--- src/rtl/stream_mux_pkg.sv ---
// stream_mux_pkg
//   Shared definitions for the stream_mux block and its arbiter:
//   - state_t            : packet-lock FSM encoding (IDLE=0, LOCKED=1)
//   - arb_name_t         : type of the ARBITRATION parameter
//   - ARB_ROUND_ROBIN    : rotating-pointer arbitration
//   - ARB_PRIORITY       : fixed priority, lowest channel index wins
//   - chan_slice()       : extracts one channel word from a flat channel bus
package stream_mux_pkg;

    typedef enum logic {
        IDLE   = 1'b0,
        LOCKED = 1'b1
    } state_t;

    // Arbitration names are held as fixed-width packed strings so that the
    // parameter can be compared with a plain equality at elaboration time.
    localparam int ARB_NAME_W = 88;
    typedef logic [ARB_NAME_W-1:0] arb_name_t;

    localparam arb_name_t ARB_ROUND_ROBIN = "ROUND_ROBIN";
    localparam arb_name_t ARB_PRIORITY    = {24'h0, "PRIORITY"};

    // Upper bounds for chan_slice; callers cast their bus and result to size.
    localparam int CHAN_BUS_MAX  = 4096;
    localparam int CHAN_WORD_MAX = 256;

    // Returns bus[width*(idx+1)-1 : width*idx], zero-extended to CHAN_WORD_MAX.
    function automatic logic [CHAN_WORD_MAX-1:0] chan_slice(
        input logic [CHAN_BUS_MAX-1:0] bus,
        input int unsigned             idx,
        input int unsigned             width
    );
        logic [CHAN_BUS_MAX-1:0]  shifted;
        logic [CHAN_WORD_MAX-1:0] mask;
        shifted = bus >> (idx * width);
        mask    = {CHAN_WORD_MAX{1'b1}} >> (CHAN_WORD_MAX - width);
        return shifted[CHAN_WORD_MAX-1:0] & mask;
    endfunction

endpackage

--- src/rtl/rr_arbiter.sv ---
// rr_arbiter
//   Combinational arbiter over 2**SELECT_LINES request lines.
//   ROUND_ROBIN: first requester found searching ptr, ptr+1, ... (mod N).
//   PRIORITY   : lowest-index requester; ptr is ignored.
// Ports:
//   req         in  N             request vector (one bit per channel)
//   ptr         in  SELECT_LINES  round-robin starting index
//   grant       out SELECT_LINES  index of the winning channel (0 if none)
//   grant_valid out 1             at least one request present
module rr_arbiter
    import stream_mux_pkg::*;
#(
    parameter int        SELECT_LINES = 2,
    parameter arb_name_t ARBITRATION  = ARB_ROUND_ROBIN
) (
    input  logic [(2**SELECT_LINES)-1:0] req,
    input  logic [SELECT_LINES-1:0]      ptr,
    output logic [SELECT_LINES-1:0]      grant,
    output logic                         grant_valid
);

    localparam int N = 2**SELECT_LINES;
    localparam bit USE_PRIORITY = (ARBITRATION == ARB_PRIORITY);

    logic [SELECT_LINES-1:0] idx;
    logic                    found;

    // The SELECT_LINES-wide index addition wraps naturally from N-1 to 0.
    always_comb begin
        grant = '0;
        found = 1'b0;
        idx   = '0;
        for (int k = 0; k < N; k++) begin
            idx = USE_PRIORITY ? SELECT_LINES'(k) : ptr + SELECT_LINES'(k);
            if (!found && req[idx]) begin
                grant = idx;
                found = 1'b1;
            end
        end
    end

    assign grant_valid = |req;

endmodule

--- src/rtl/stream_mux.sv ---
// stream_mux
//   Merges 2**SELECT_LINES valid/ready streams into one registered stream.
//   Arbitration is round-robin or fixed priority; with PACKET_MODE=1 the
//   grant is held from the first beat of a packet to the beat with last set.
// Ports:
//   clk        in  1                system clock, rising edge
//   rst        in  1                asynchronous active-high reset
//   data_in    in  DATA_WIDTH*N     channel i at [DATA_WIDTH*(i+1)-1 : DATA_WIDTH*i]
//   valid_in   in  N                per-channel valid
//   last_in    in  N                per-channel end of packet (PACKET_MODE=1 only)
//   ready_out  out N                per-channel ready, combinational
//   data_out   out DATA_WIDTH       registered output word
//   valid_out  out 1                registered output valid
//   last_out   out 1                registered last flag
//   select_out out SELECT_LINES     channel that supplied data_out
//   ready_in   in  1                downstream ready
module stream_mux
    import stream_mux_pkg::*;
#(
    parameter int        SELECT_LINES = 2,
    parameter int        DATA_WIDTH   = 8,
    parameter arb_name_t ARBITRATION  = ARB_ROUND_ROBIN,
    parameter int        PACKET_MODE  = 1
) (
    input  logic                                   clk,
    input  logic                                   rst,
    input  logic [DATA_WIDTH*(2**SELECT_LINES)-1:0] data_in,
    input  logic [(2**SELECT_LINES)-1:0]           valid_in,
    input  logic [(2**SELECT_LINES)-1:0]           last_in,
    output logic [(2**SELECT_LINES)-1:0]           ready_out,
    output logic [DATA_WIDTH-1:0]                  data_out,
    output logic                                   valid_out,
    output logic                                   last_out,
    output logic [SELECT_LINES-1:0]                select_out,
    input  logic                                   ready_in
);

    state_t                  state;
    state_t                  state_next;
    logic [SELECT_LINES-1:0] rr_ptr;
    logic [SELECT_LINES-1:0] lock_sel;
    logic [SELECT_LINES-1:0] arb_grant;
    logic                    arb_valid;
    logic [SELECT_LINES-1:0] g;
    logic                    grant_valid;
    logic                    space;
    logic                    transfer;
    logic                    grant_end;
    logic [DATA_WIDTH-1:0]   sel_data;
    logic                    sel_last;

    rr_arbiter #(
        .SELECT_LINES (SELECT_LINES),
        .ARBITRATION  (ARBITRATION)
    ) u_arbiter (
        .req         (valid_in),
        .ptr         (rr_ptr),
        .grant       (arb_grant),
        .grant_valid (arb_valid)
    );

    // While locked the arbiter is bypassed: only the locked channel may move,
    // so a bubble on that channel stalls the output instead of re-arbitrating.
    always_comb begin
        g           = arb_grant;
        grant_valid = arb_valid;
        if (state == LOCKED) begin
            g           = lock_sel;
            grant_valid = valid_in[lock_sel];
        end
    end

    assign space     = !valid_out || ready_in;
    assign transfer  = grant_valid && space;
    assign grant_end = transfer && ((PACKET_MODE == 0) || sel_last);

    always_comb begin
        sel_data     = DATA_WIDTH'(chan_slice(CHAN_BUS_MAX'(data_in), 32'(g), DATA_WIDTH));
        sel_last     = (PACKET_MODE != 0) ? last_in[g] : 1'b0;
        ready_out    = '0;
        if (transfer) begin
            ready_out[g] = 1'b1;
        end
    end

    always_comb begin
        state_next = state;
        if (PACKET_MODE != 0) begin
            unique case (state)
                IDLE:    if (transfer && !sel_last) state_next = LOCKED;
                LOCKED:  if (transfer && sel_last)  state_next = IDLE;
                default: state_next = IDLE;
            endcase
        end else begin
            state_next = IDLE;
        end
    end

    // The pointer moves past the served channel only when its grant ends,
    // so a multi-beat packet counts as a single turn in the rotation.
    always_ff @(posedge clk or posedge rst) begin
        if (rst) begin
            state    <= IDLE;
            lock_sel <= '0;
            rr_ptr   <= '0;
        end else begin
            state <= state_next;
            if (state == IDLE && transfer) begin
                lock_sel <= g;
            end
            if (grant_end) begin
                rr_ptr <= g + SELECT_LINES'(1);
            end
        end
    end

    // A drain and a new load on the same edge resolve as a load.
    always_ff @(posedge clk or posedge rst) begin
        if (rst) begin
            data_out   <= '0;
            valid_out  <= 1'b0;
            last_out   <= 1'b0;
            select_out <= '0;
        end else if (transfer) begin
            data_out   <= sel_data;
            valid_out  <= 1'b1;
            last_out   <= sel_last;
            select_out <= g;
        end else if (valid_out && ready_in) begin
            valid_out <= 1'b0;
        end
    end

endmodule

--- config.mk ---
export PLATFORM = sky130hd
export DESIGN_NAME = stream_mux
export DESIGN_NICKNAME = d
export VERILOG_FILES = /design/src/rtl/stream_mux_pkg.sv /design/src/rtl/rr_arbiter.sv /design/src/rtl/stream_mux.sv
export SDC_FILE = /design/constraint.sdc
export NUM_CORES = 1
export LEC_CHECK = 0
export CORE_MARGIN = 1.5
export CORE_UTILIZATION = 35
export CTS_CLUSTER_SIZE = 16
export DETAILED_ROUTE_END_ITERATION = 6
export PLACE_DENSITY_LB_ADDON = 0.05
export SLEW_MARGIN = 5
export SYNTH_ARGS = -nofsm -noshare
export SYNTH_HDL_FRONTEND = slang
export SYNTH_HIERARCHICAL = 1
export SYNTH_SLANG_ARGS = --single-unit
--- constraint.sdc ---
create_clock -name clk -period 2.5 [get_ports clk]
set_clock_uncertainty 0.1 [all_clocks]
set_input_delay 0.25 -clock clk [delete_from_list [all_inputs] [get_ports clk]]
set_output_delay 0.25 -clock clk [all_outputs]
set_load 0.02 [all_outputs]
==> results of run 1 <==
[final cells by class]
cell class                      count  area, sq um
Fill cell                         304         1290
Timing Repair Buffer               84          763
Multi-Input combinational cell     61          738
Sequential cell                    17          428
Tap cell                           46         57.6
Inverter                            8         30.0
Clock buffer                        3         22.5
Clock inverter                      1         5.00
[state kept, by name, summed over array words and instances, names as in the netlist, named ones only]
name	cells
valid_out	1
lock_sel	2
rr_ptr	2
last_out	1
select_out	2
data_out	8
[cell families (layout without fill, tap and decap cells)]
logic type      Yosys count  count (layout)
compound gates           15              15
fa+ha+maj                 4               4
buf+inv                  12              96
simple gates             15              15
mux                      27              27
flops                    17              17
[what timing repair did]
item / 4_1_cts / 5_1_grt
pin swaps: 1 / 1
buffers inserted: 3 / 7
endpoints found under the setup margin: 6 / 9
gates resized for setup: 16 / 10
[metrics by stage]
| stage | hold slack [ns] | util, % | TNS (ns) |
|---|---|---|---|
| after floorplan | 0.0761 | - | 0 |
| after global placement | 0.394 | 58.0 | -3.51 |
| after detailed placement | 0.396 | 58.0 | -5.00 |
| after CTS | 0.279 | 59.9 | 0 |
| after global routing | 0.333 | 61.3 | -0.0367 |
| final | 0.247 | 61.3 | 0 |
[worst max path at each step]
| stage | startpoint | end | cells after the start |
|---|---|---|---|
| after floorplan | rr_ptr[0]$_DFFE_PP0P_ | rr_ptr[1]$_DFFE_PP0P_ | 7 |
| after global placement | valid_in[1] | ready_out[3] | 9 |
| after detailed placement | valid_in[1] | ready_out[1] | 9 |
| after CTS | valid_in[2] | rr_ptr[1]$_DFFE_PP0P_ | 9 |
| after global routing | rr_ptr[0]$_DFFE_PP0P_ | ready_out[2] | 9 |
| final | rr_ptr[0]$_DFFE_PP0P_ | ready_out[2] | 8 |
[cells in the final DEF (no fill, tap or decap), drive strengths merged]
cell,instances
inv,8
a221o,1
ha,4
nand3,2
mux2,12
o31ai,1
o21ai,2
nand2,2
clkinv,1
o21a,1
clkdlybuf4s50,51
o221ai,1
buf,29
mux2i,5
nor3b,1
nor3,1
dfrtp,17
nand2b,2
mux4,10
dlygate4sd2,1
and2b,1
clkbuf,4
a2bb2oi,1
dlymetal6s2s,2
nor2,2
and3,4
a21oi,8
[report_power, final]
part           internal [mW]  switching (mW)  total [mW]
registers              0.423           0.123       0.546
logic                   1.05           0.715        1.77
clock network         0.0596          0.0954       0.155
[critical path: cells and delay by family, from the launching register on]
| kind | cells | cell delay [ns] |
|---|---|---|
| AND/OR/NAND/NOR | 1 | 0.14 |
| multiplexers | 1 | 0.13 |
| AO/OA/AOI/OAI | 2 | 0.54 |
| adder cells (fa/ha/maj) | 1 | 0.17 |
| flip-flops | 1 | 0.43 |
| buffers and inverters | 3 | 0.37 |
[per-layer routing]
layer | up-vias | track usage [%] | share of wire [%]
li1 | 513 | - | -
met1 | 538 | 22.8 | 43
met2 | 39 | 28.1 | 50
met3 | 4 | 4.14 | 6.4
met4 | 0 | 4.56 | 0.77
met5 | - | 0 | 0
==> results by group, run 1 <==
Yosys
  – Synth Area in Simple Gates: 7.40%
  – Register area share after synthesis: 34.9%
  – Synth Cell Area: 0.00122 sq mm
  – Syn Inst Count: 90
  – Post-synthesis mux area share: 40.3%
  – Synth Area in Compound Gates: 7.61%
  – #FFs+latches synth: 17
  – Largest family of logic cells by synthesized area: multiplexers
  – Yosys top cell area share: 34.9%
  – Post-Synth Adder-Cell Area: 4.11%
  – Netlist cell types: 30
  – Avg Inst Size Synth: 13.5 sq um
  – Top-count cell post-synth: dfrtp_1
  – YS warnings: 6
  – Asr flop ratio synth: 100%
  – Synthesized netlist net count: 137
  – Top cells by area, synth: dfrtp_1 35%, mux4_1 19%, mux2_4 9.9%
  – Post-synth EDFFs: 0
  – Post-Synth XOR/XNOR Area: 0%
  – Synth top cells by count: 17 x dfrtp_1, 9 x mux4_1, 8 x a21oi_1, 8 x mux2_4, 7 x inv_1
  – Most used DFF post-synth: dfrtp_1
  – Synth area leader: dfrtp_1

Finish
  – Area grow syn2layout: 67.9%
  – Diodes inserted: 0
  – Final Net Count: 222
  – Final Cell Area: 0.00204 sq mm
  – Finished Layout Cells: 220
  – Layout cells sized above 1: 33.3%

Clock tree
  – Root Driver: clkbuf_4
  – Skew-Pair Late Insertion Delay: 0.30 ns
  – Clock Sinks: 17
  – Num CTS Buffers: 3
  – H-Tree Depth: 1
  – Clock transition at path regs: 0.11 ns
  – Post-CTS Hold Fix Bufs: 0
  – Maximum root-to-sink buffer count: 2
  – CTS tree: yes

Job
  – Max Cap Viol: 0

Run status
  – Status: completed

Place
  – Final Wtd Congestion: 0.783
  – Hpwl dp: 2.53 mm
  – Placed insts: 206
  – Post-DP Area: 0.00194 sq mm
  – I/O Buffers: 58
  – Setup Slack @ Placement: -0.467 ns

Floorplanning
  – I/O pin cnt: 59
  – Initial core utilization: 36.5%
  – Row count: 21
  – Die footprint: 0.00384 sq mm
  – Die Ht: 62.0 um
  – Core region area: 0.00334 sq mm
  – Die span in x: 62.0 um

Global route
  – Grt ovf: 0
  – Vias in the first global route: 1006
  – First-pass GRT wire length: 4.71 mm
  – Initial antenna violation count: 0
  – Largest net degree at the start of global routing: 18
  – Total track usage: 17.2%

Timing
  – Period minus WS final: 2.42 ns
  – Worst Setup Slack, final: 0.0753 ns
  – RSZ-0062 raised after global routing: true
  – Slew headroom: 51.4%
  – Setup Viol. Count Final: 0
  – FMAX: 412 MHz
  – Final-report max-slew violation count: 0
  – Final period util: 97.0%
  – Final hold violations: 0
  – Worst Tran Pin Value: 0.729 ns

Setup path
  – RR Endpoint: rr_ptr[1]$_DFFE_PP0P_
  – Crit path max-delay cell type: dfrtp_2
  – Critical Path RT: 2.15 ns
  – WP data arrival: 2.07 ns
  – Crit path capture type: output port
  – Reg2reg start: rr_ptr[1]$_DFFE_PP0P_
  – FF-to-FF setup slack: 0.11 ns
  – WS Path Type: flip-flop to output port
  – Worst-path fanout max: 5
  – CP Cell Sequence: inv_2, a221o_1, a21oi_2, mux2i_4, buf_4, ha_1, and3_1, buf_2
  – Setup crit start kind: flip-flop
  – Max stage delay on crit path: 0.43 ns
  – Reg2reg path depth: 10

Drt
  – DRC violations left: 0
  – Vias per inst: 4.97
  – DR WL/cell: 15.4 um
  – DR iter-0 viols: 59
  – Vias post-DR: 1094
  – Post-route ant nets: 0
  – Drt pass-1 iters: 4
  – Post-Route WL: 3.38 mm

Pwr
  – Power density cells: 1210 mW/mm^2
  – Design Power: 2.47 mW
  – Leak Pwr: 0.950 nW
  – Maximum VDD drop: 0.674 mV

Worst hold path
  – Worst min path class: input port to async pin
Note: power is estimated with default switching activity, not from simulation.
==> run 2: changes to the inputs <==
--- a/config.mk
+++ b/config.mk
@@ -6,10 +6,12 @@
 export NUM_CORES = 1
 export LEC_CHECK = 0
 export CORE_MARGIN = 1.5
-export CORE_UTILIZATION = 35
+export CORE_UTILIZATION = 40
+export CTS_CLUSTER_DIAMETER = 30
 export CTS_CLUSTER_SIZE = 16
 export DETAILED_ROUTE_END_ITERATION = 6
 export PLACE_DENSITY_LB_ADDON = 0.05
+export SETUP_SLACK_MARGIN = 0.4
 export SLEW_MARGIN = 5
 export SYNTH_ARGS = -nofsm -noshare
 export SYNTH_HDL_FRONTEND = slang
==> results by group, run 2 (synthesis results as in run 1) <==
Floorplanning
  – I/O pin cnt: 59 (unchanged)
  – Row count: 19 (-9.5%)
  – Die footprint: 0.00338 sq mm (-12%)
  – Core region area: 0.00283 sq mm (-15%)
  – Die Ht: 58.2 um (-6.1%)
  – Die span in x: 58.2 um (-6.1%)
  – Initial core utilization: 43.0% (+6.6 points)

Drt
  – Post-route ant nets: 0 (unchanged)
  – DR WL/cell: 17.1 um (+11%)
  – Vias per inst: 5.56 (+12%)
  – Vias post-DR: 1124 (+2.7%)
  – DRC violations left: 4 (+4)
  – Post-Route WL: 3.45 mm (+1.9%)
  – Drt pass-1 iters: 7 (+3)
  – DR iter-0 viols: 36 (-39%)

Pwr
  – Switching Share: 38.6% (+0.80 points)
  – Seq pwr share: 20.7% (-1.4 points)
  – NetSw: 1.00 mW (+7.5%)
  – Power share of the clock group: 6.1% (-0.2 points)
  – Maximum VDD drop: 0.791 mV (+17%)
  – Combinational share of power: 73.2% (+1.6 points)
  – Leak Pwr: 0.910 nW (-4.3%)
  – Power density cells: 1260 mW/mm^2 (+4.1%)
  – P_int: 1.60 mW (+3.9%)

Job
  – Max Cap Viol: 0 (unchanged)

Global route
  – Grt ovf: 0 (unchanged)
  – Total track usage: 21.2% (+4.0 points)
  – Grt met1 use: 24.7% (+2.0 points)
  – Largest net degree at the start of global routing: 18 (unchanged)
  – Vias in the first global route: 1153 (+15%)
  – Initial antenna violation count: 0 (unchanged)
  – Grt met2 use: 39.8% (+12 points)
  – First-pass GRT wire length: 5.44 mm (+16%)
  – GR peak layer: met2
  – Met3 Use GR: 5.36% (+1.2 points)

Clock tree
  – Root Driver: clkbuf_4
  – Clock Sinks: 17 (unchanged)
  – Maximum root-to-sink buffer count: 2 (unchanged)
  – CTS tree: yes
  – Skew-Pair Late Insertion Delay: 0.30 ns (about the same)
  – Num CTS Buffers: 3 (unchanged)
  – Clock transition at path regs: 0.11 ns (about the same)
  – H-Tree Depth: 1 (unchanged)

Timing
  – Period minus WS final: 2.39 ns (-0.0316 ns)
  – FMAX: 418 MHz (+1.3%)
  – WHS: 0.244 ns (-0.00267 ns)
  – Worst Tran Pin Value: 0.746 ns (+0.0177 ns)
  – Final-report max-slew violation count: 0 (unchanged)
  – Worst Setup Slack, final: 0.107 ns (+0.0316 ns)
  – RSZ-0062 raised after global routing: true
  – Slew headroom: 50.2% (-1.2 points)
  – Final hold violations: 0 (unchanged)
  – Final period util: 95.7% (-1.3 points)
  – Setup TNS Final: 0 ns (unchanged)
  – Setup Viol. Count Final: 0 (unchanged)

Place
  – I/O Buffers: 58 (unchanged)
  – Hpwl dp: 2.58 mm (+1.9%)
  – Setup Slack @ Placement: -0.411 ns (+0.0557 ns)
  – Final Wtd Congestion: 0.809 (+3.4%)

Finish
  – Most frequent cells in the layout: 50 x clkdlybuf4s50_1, 17 x buf_4, 15 x dfrtp_1
  – Fillers: 213 (-30%)
  – Diodes inserted: 0 (unchanged)
  – Reg with most FFs: data_out
  – Layout cells sized above 1: 40.9% (+7.6 points)
  – Commonest non-fill, non-tap cell in the layout: clkdlybuf4s50_1
  – Final Net Count: 219 (-1.4%)
  – Area grow syn2layout: 69.9%
  – Final core utilization: 73.1% (+12 points)
  – Max reg flops: 8 (unchanged)

Setup path
  – Crit path capture type: output port
  – Critical Path RT: 2.15 ns (about the same)
  – Worst-path fanout max: 4 (-1)
  – WS Path Type: flip-flop to output port
  – Setup crit start kind: flip-flop
  – WP data arrival: 2.04 ns (-0.03 ns)

Worst hold path
  – Worst min path class: input port to async pin

Run status
  – Failing checks: DRC
  – Status: finished with violations
## run 2: cell types whose count changed in the layout (fill, tap and decap cells not counted), sizes merged
cell           change
buf                -2
dlygate4sd2        +2
clkbuf             -1
clkdlybuf4s50      -1
dlymetal6s2s       -1
## run 2: timing repair
item                                    CTS  global route
gates cloned                              0             0
pin swaps                                 5             5
hold buffers                              0             0
resized for setup                        36            17
buffers inserted                          5             2
endpoints found under the setup margin   15            16
## run 2: critical path: stages (launching register included)
cell	delay, ns
dfrtp_1	0.44
nand2b_1	0.17
a21oi_1	0.14
a21oi_1	0.07
mux2i_1	0.21
buf_4	0.18
inv_2	0.06
ha_2	0.16
and3_1	0.15
buf_4	0.15
## run 2: final cells by class
cell class	instances	area [sq um]	share of cell area, %
Tap cell	31	38.8	1.88
Timing Repair Buffer	81	773	37.4
Clock buffer	3	22.5	1.09
Sequential cell	17	428	20.7
Multi-Input combinational cell	61	771	37.3
Clock inverter	1	5.00	0.242
Inverter	8	30.0	1.45
## run 2: routing by layer
layer	part of all wire (%)	wire [um]
met1	39	1340
met5	0	0
met4	0.12	4
met2	52	1780
met3	9.1	315
## run 2: worst paths after layout
| kind | from | endpoint | slack, ns | cells after the start |
|---|---|---|---|---|
| max in group asynchronous | rst | rr_ptr[1]$_DFFE_PP0P_ | 1.57 | 2 |
| worst max-delay path | rr_ptr[0]$_DFFE_PP0P_ | ready_out[3] | 0.11 | 9 |
| min in group clk | data_out[0]$_DFFE_PP0P_ | data_out[0]$_DFFE_PP0P_ | 0.42 | 1 |
| worst min register to register | data_out[0]$_DFFE_PP0P_ | data_out[0]$_DFFE_PP0P_ | 0.42 | 1 |
| worst max register to register | rr_ptr[0]$_DFFE_PP0P_ | data_out[0]$_DFFE_PP0P_ | 0.11 | 7 |
| worst min-delay path | rst | select_out[0]$_DFFE_PP0P_ | 0.24 | 2 |
## run 2: power groups by stage
stage	clock [mW]	combinational [mW]	sequential [mW]
after global routing	0.170	2.03	0.549
after global placement	0	1.61	0.524
after detailed placement	0	1.65	0.530
final	0.160	1.90	0.537
after floorplan	0	0.931	0.628
after CTS	0.165	1.80	0.530
## run 2: per-stage QoR
stage / power, mW / cells / instance area, sq um
after global placement: 2.13 / 191 / 1900
final: 2.60 / 202 / 2070
after global routing: 2.75 / 202 / 2070
after detailed placement: 2.18 / 191 / 1900
after CTS: 2.49 / 200 / 2000
after floorplan: 1.56 / 90 / 1200
==> edit 1: new RTL, settings of run 2 <==
`SELECT_LINES` is set to 2 in 2 places; all go to 3. Comments in the files are not updated.
--- a/src/rtl/rr_arbiter.sv
+++ b/src/rtl/rr_arbiter.sv
@@ -11,5 +11,5 @@
     import stream_mux_pkg::*;
 #(
-    parameter int        SELECT_LINES = 2,
+    parameter int        SELECT_LINES = 3,
     parameter arb_name_t ARBITRATION  = ARB_ROUND_ROBIN
 ) (
--- a/src/rtl/stream_mux.sv
+++ b/src/rtl/stream_mux.sv
@@ -18,5 +18,5 @@
     import stream_mux_pkg::*;
 #(
-    parameter int        SELECT_LINES = 2,
+    parameter int        SELECT_LINES = 3,
     parameter int        DATA_WIDTH   = 8,
     parameter arb_name_t ARBITRATION  = ARB_ROUND_ROBIN,
Interface: changed (5 resized); port bits go from 59 to 104. The function was not compared with the original's and may differ.
==> edit 1 against run 2 <==
Cell area grew 140%. The flow finishes with violations (setup timing). Critical endpoint is now rr_ptr[1]. Count of clock-buffer cells in the layout is the same. Routed wire length grew to 3.0 times the old value. Global-route usage grew 6.7 points. Setup slack lost 1.7 ns. Sequential cell count grew 3. Hold slack gained 0.072 ns. Synthesized area grew 100%.
Power is left out: the tool's default activity adds up to more than one toggle a clock period on the data nets, which glitch-free logic cannot reach.
==> edit 1: results <==
[synth]
synthTopCellsByArea = dfrtp_1, mux2i_1, mux4_2
synthCells = 259
syn-num-nets = 345
synth_mux_area_share_pct = 40.4
synth_fa_ha_area_share_pct = 1.51
synth_common_cells = mux2i_1, nand2_1, dfrtp_1
synthXorXnorAreaFrac_pct = 1.71

[place]
gp_congestion = 0.877
port_buffers = 103

[route]
wirelength_mm = 10.2
first_pass_iters = 4
met1Wirelength_mm = 4.07
wl_met3_um = 496
dr_wl_met2_mm = 5.38

[outcome]
violations = setup timing
status = finished, violations left

[clocking]
post_cts_buffers = 9
clk_latency_ns = 0.27
clk_pin_slew_ns = 0.08
post_cts_resized = 112

[worst_setup_path]
cpPeakStageDelay_ns = 0.55
end_kind = register
r2r-end = rr_ptr[1]
crit_slowest_cell = mux4_2

[sta]
setup_viol = 27
max-slew-margin-rel_pct = 47.9
setup_tns_ns = -35.68
fin_ws_ns = -1.62

[global_route]
grt_pass1_wl_mm = 14.1
use_met3_pct = 3.11
grt_pass1_vias = 2816
met2_usage_pct = 48.5
grt_usage_pct = 27.9
grtUsageMet1_pct = 36.2

[finish]
n_fill_cell = 342
final_nets = 531
final_cells = 519
## edit 1: cell count changes after synthesis, moves of 7 or more
cell and change:
clkbuf_1 +7, mux2_1 +7, mux2i_1 +40, mux4_2 +7
nand2_1 +20, nor2_1 +16, o21ai_1 +9, o22ai_1 +18
## edit 1: area by class of cell
| cell class | count | area, sq um | share of cell area (%) |
|---|---|---|---|
| clock buffers | 3 | 41.3 | 0.827 |
| clock inverters | 1 | 30.0 | 0.602 |
| inverters | 9 | 42.5 | 0.852 |
| multi-input cells | 211 | 2340 | 46.9 |
| flip-flops and latches | 20 | 502 | 10.1 |
| well taps | 75 | 93.8 | 1.88 |
| repair buffers | 200 | 1940 | 38.9 |
## edit 1: stage by stage
stage,cell area [sq um],hold WS [ns],worst slack (ns),util (%)
final,4990,0.316,-1.62,83.8
after global routing,4990,0.424,-1.70,83.8
after CTS,4740,0.342,-1.52,79.6
after detailed placement,4190,0.378,-1.65,70.4
after global placement,4190,0.362,-1.55,70.4
after floorplan,2670,0.114,-1.52,-
==> edit 2: new RTL, settings of run 2 <==
Without the edit above. Reset style: synchronous (`rst`), changed in 2 clocked blocks. Comments in the files are not updated.
--- a/src/rtl/stream_mux.sv
+++ b/src/rtl/stream_mux.sv
@@ -99,5 +99,5 @@
     // The pointer moves past the served channel only when its grant ends,
     // so a multi-beat packet counts as a single turn in the rotation.
-    always_ff @(posedge clk or posedge rst) begin
+    always_ff @(posedge clk) begin
         if (rst) begin
             state    <= IDLE;
@@ -116,5 +116,5 @@
 
     // A drain and a new load on the same edge resolve as a load.
-    always_ff @(posedge clk or posedge rst) begin
+    always_ff @(posedge clk) begin
         if (rst) begin
             data_out   <= '0;
Check against the original RTL: differs if rst is asserted again (counterexample within 4 cycles, from zero or initial values and one cycle with rst high); with rst held inactive, the same outputs for 10 cycles.
==> edit 2 against run 2 <==
Sequential cell count unchanged. First-iteration DRC count up 36%. Power down 35%. Setup slack better by 0.046 ns. Maximum frequency up 1.9%. Clock power up 2%. Synthesized area down 13%. Cell area down 5.9%. Critical endpoint is now ready_out[1]. Routed wire length up 7.3%. Sequential power down 23%. Largest cell class unchanged.
==> edit 2: results <==
[outcome]
status = completed

[global_route]
grt_usage_pct = 25.2
grt_pass1_vias = 1340
antenna_found_initial = 0
grt_max_degree = 18
grt_overflow_total = 0
grt_pass1_wl_mm = 5.39

[worst_setup_path]
crit_family = buffers and inverters
worstPathMaxFanout = 4
crit_slowest_cell = clkdlybuf4s50_1
reg2reg_from = rr_ptr[0]
critPathLaunch = valid_in[3]
cpPeakStageDelay_ns = 0.49

[route]
dr_wl_met2_mm = 1.99
wl_met3_um = 216
top_layer = met4
via_count = 1396
drt_iter0_markers = 49
first_pass_iters = 4
met1Wirelength_mm = 1.43
wirelength_mm = 3.70
routed_via_density = 5.31

[min_path]
hp-class = register to register
hp-start = data_out[6]

[finish]
largest_register_ffs = 8
final_nets = 281
largest_register = data_out
drive_gt1_share_pct = 23.2
n_fill_cell = 181
diodes = 0

[pwr]
leakage_uw = 0.000837
vdd_drop_max_v = 0.000537

[synth]
async_flop_share_pct = 0
syn-num-nets = 199
yosysSeqAreaShare_pct = 32.0
synthTopCellsByArea = dfxtp_1, nand2_1, nand3_1
synth_ff_type = dfxtp_1
synthCells = 152
synth_common_cells = nand2_1, nand3_1, dfxtp_1
synth_cell_type_count = 26
ys_warn_count = 6

[place]
port_buffers = 58
hpwl_mm = 2.70
dpl.cell_count = 250
placed_area_sq_um = 1780
dp_slack_ns = -0.328
gp_congestion = 0.771

[sta]
tightest_slew_ns = 0.679

[clocking]
clk_latency_ns = 0.31
cts_buffers = 3
root_buffer = clkbuf_4
clk_pin_slew_ns = 0.12
ctsHtreeMaxLevel = 1
ctsLongestPathBuffers = 2
## edit 2: stage by stage
step / utilization, % / TNS [ns] / hold WS, ns
floorplan: - / 0 / 0.358
global placement: 71.3 / -1.76 / 0.338
detailed placement: 71.3 / -2.08 / 0.351
CTS: 76.6 / 0 / 0.367
global route: 77.9 / 0 / 0.388
finish: 77.9 / 0 / 0.363
## edit 2: logic make-up (layout without fill, tap and decap cells)
kind of cell	Yosys count	in the layout	share of synthesized area (%)
flops	17	17	32.0
simple gates	86	86	35.6
compound gates	26	26	14.6
mux	6	6	8.34
fa+ha+maj	4	4	4.70
buf+inv	13	94	4.82
## edit 2: power breakdown
group	switching, uW	internal, uW	leakage (uW)
Combinational	545	579	0.000679
Sequential	60.6	353	0.000141
Clock	105	59.8	0.0000177
## edit 2: area by class of cell
cell class,count,area share [%]
Sequential cell,17,17.7
Clock buffer,3,1.16
Multi-Input combinational cell,122,37.3
Inverter,7,1.35
Timing Repair Buffer,83,40.3
Clock inverter,1,0.257
Tap cell,30,1.93
## edit 2: final timing paths
| kind | endpoint | slack (ns) | cells after the start |
|---|---|---|---|
| max reg2reg | rr_ptr[1] | 0.19 | 9 |
| max | ready_out[1] | 0.15 | 9 |
| min reg2reg | data_out[6] | 0.36 | 2 |
| min | data_out[6] | 0.36 | 2 |
## edit 2: timing repair
item,CTS,global route
endpoints found under the setup margin,8,10
resized for setup,40,5
hold buffers,0,0
buffers inserted,7,2
pin swaps,5,2
## edit 2: tightest hold or removal path: cells and delay by family, from the launching register on
kind / cells / cell delay [ns]
AO/OA/AOI/OAI: 1 / 0.05
flip-flops: 1 / 0.33
AND/OR/NAND/NOR: 1 / 0.05
## edit 2: metal layers
layer	global-route usage (%)	up-vias
li1	-	679
met1	26.3	649
met3	4.64	8
met5	0	-
met4	12.1	0
met2	47.4	60
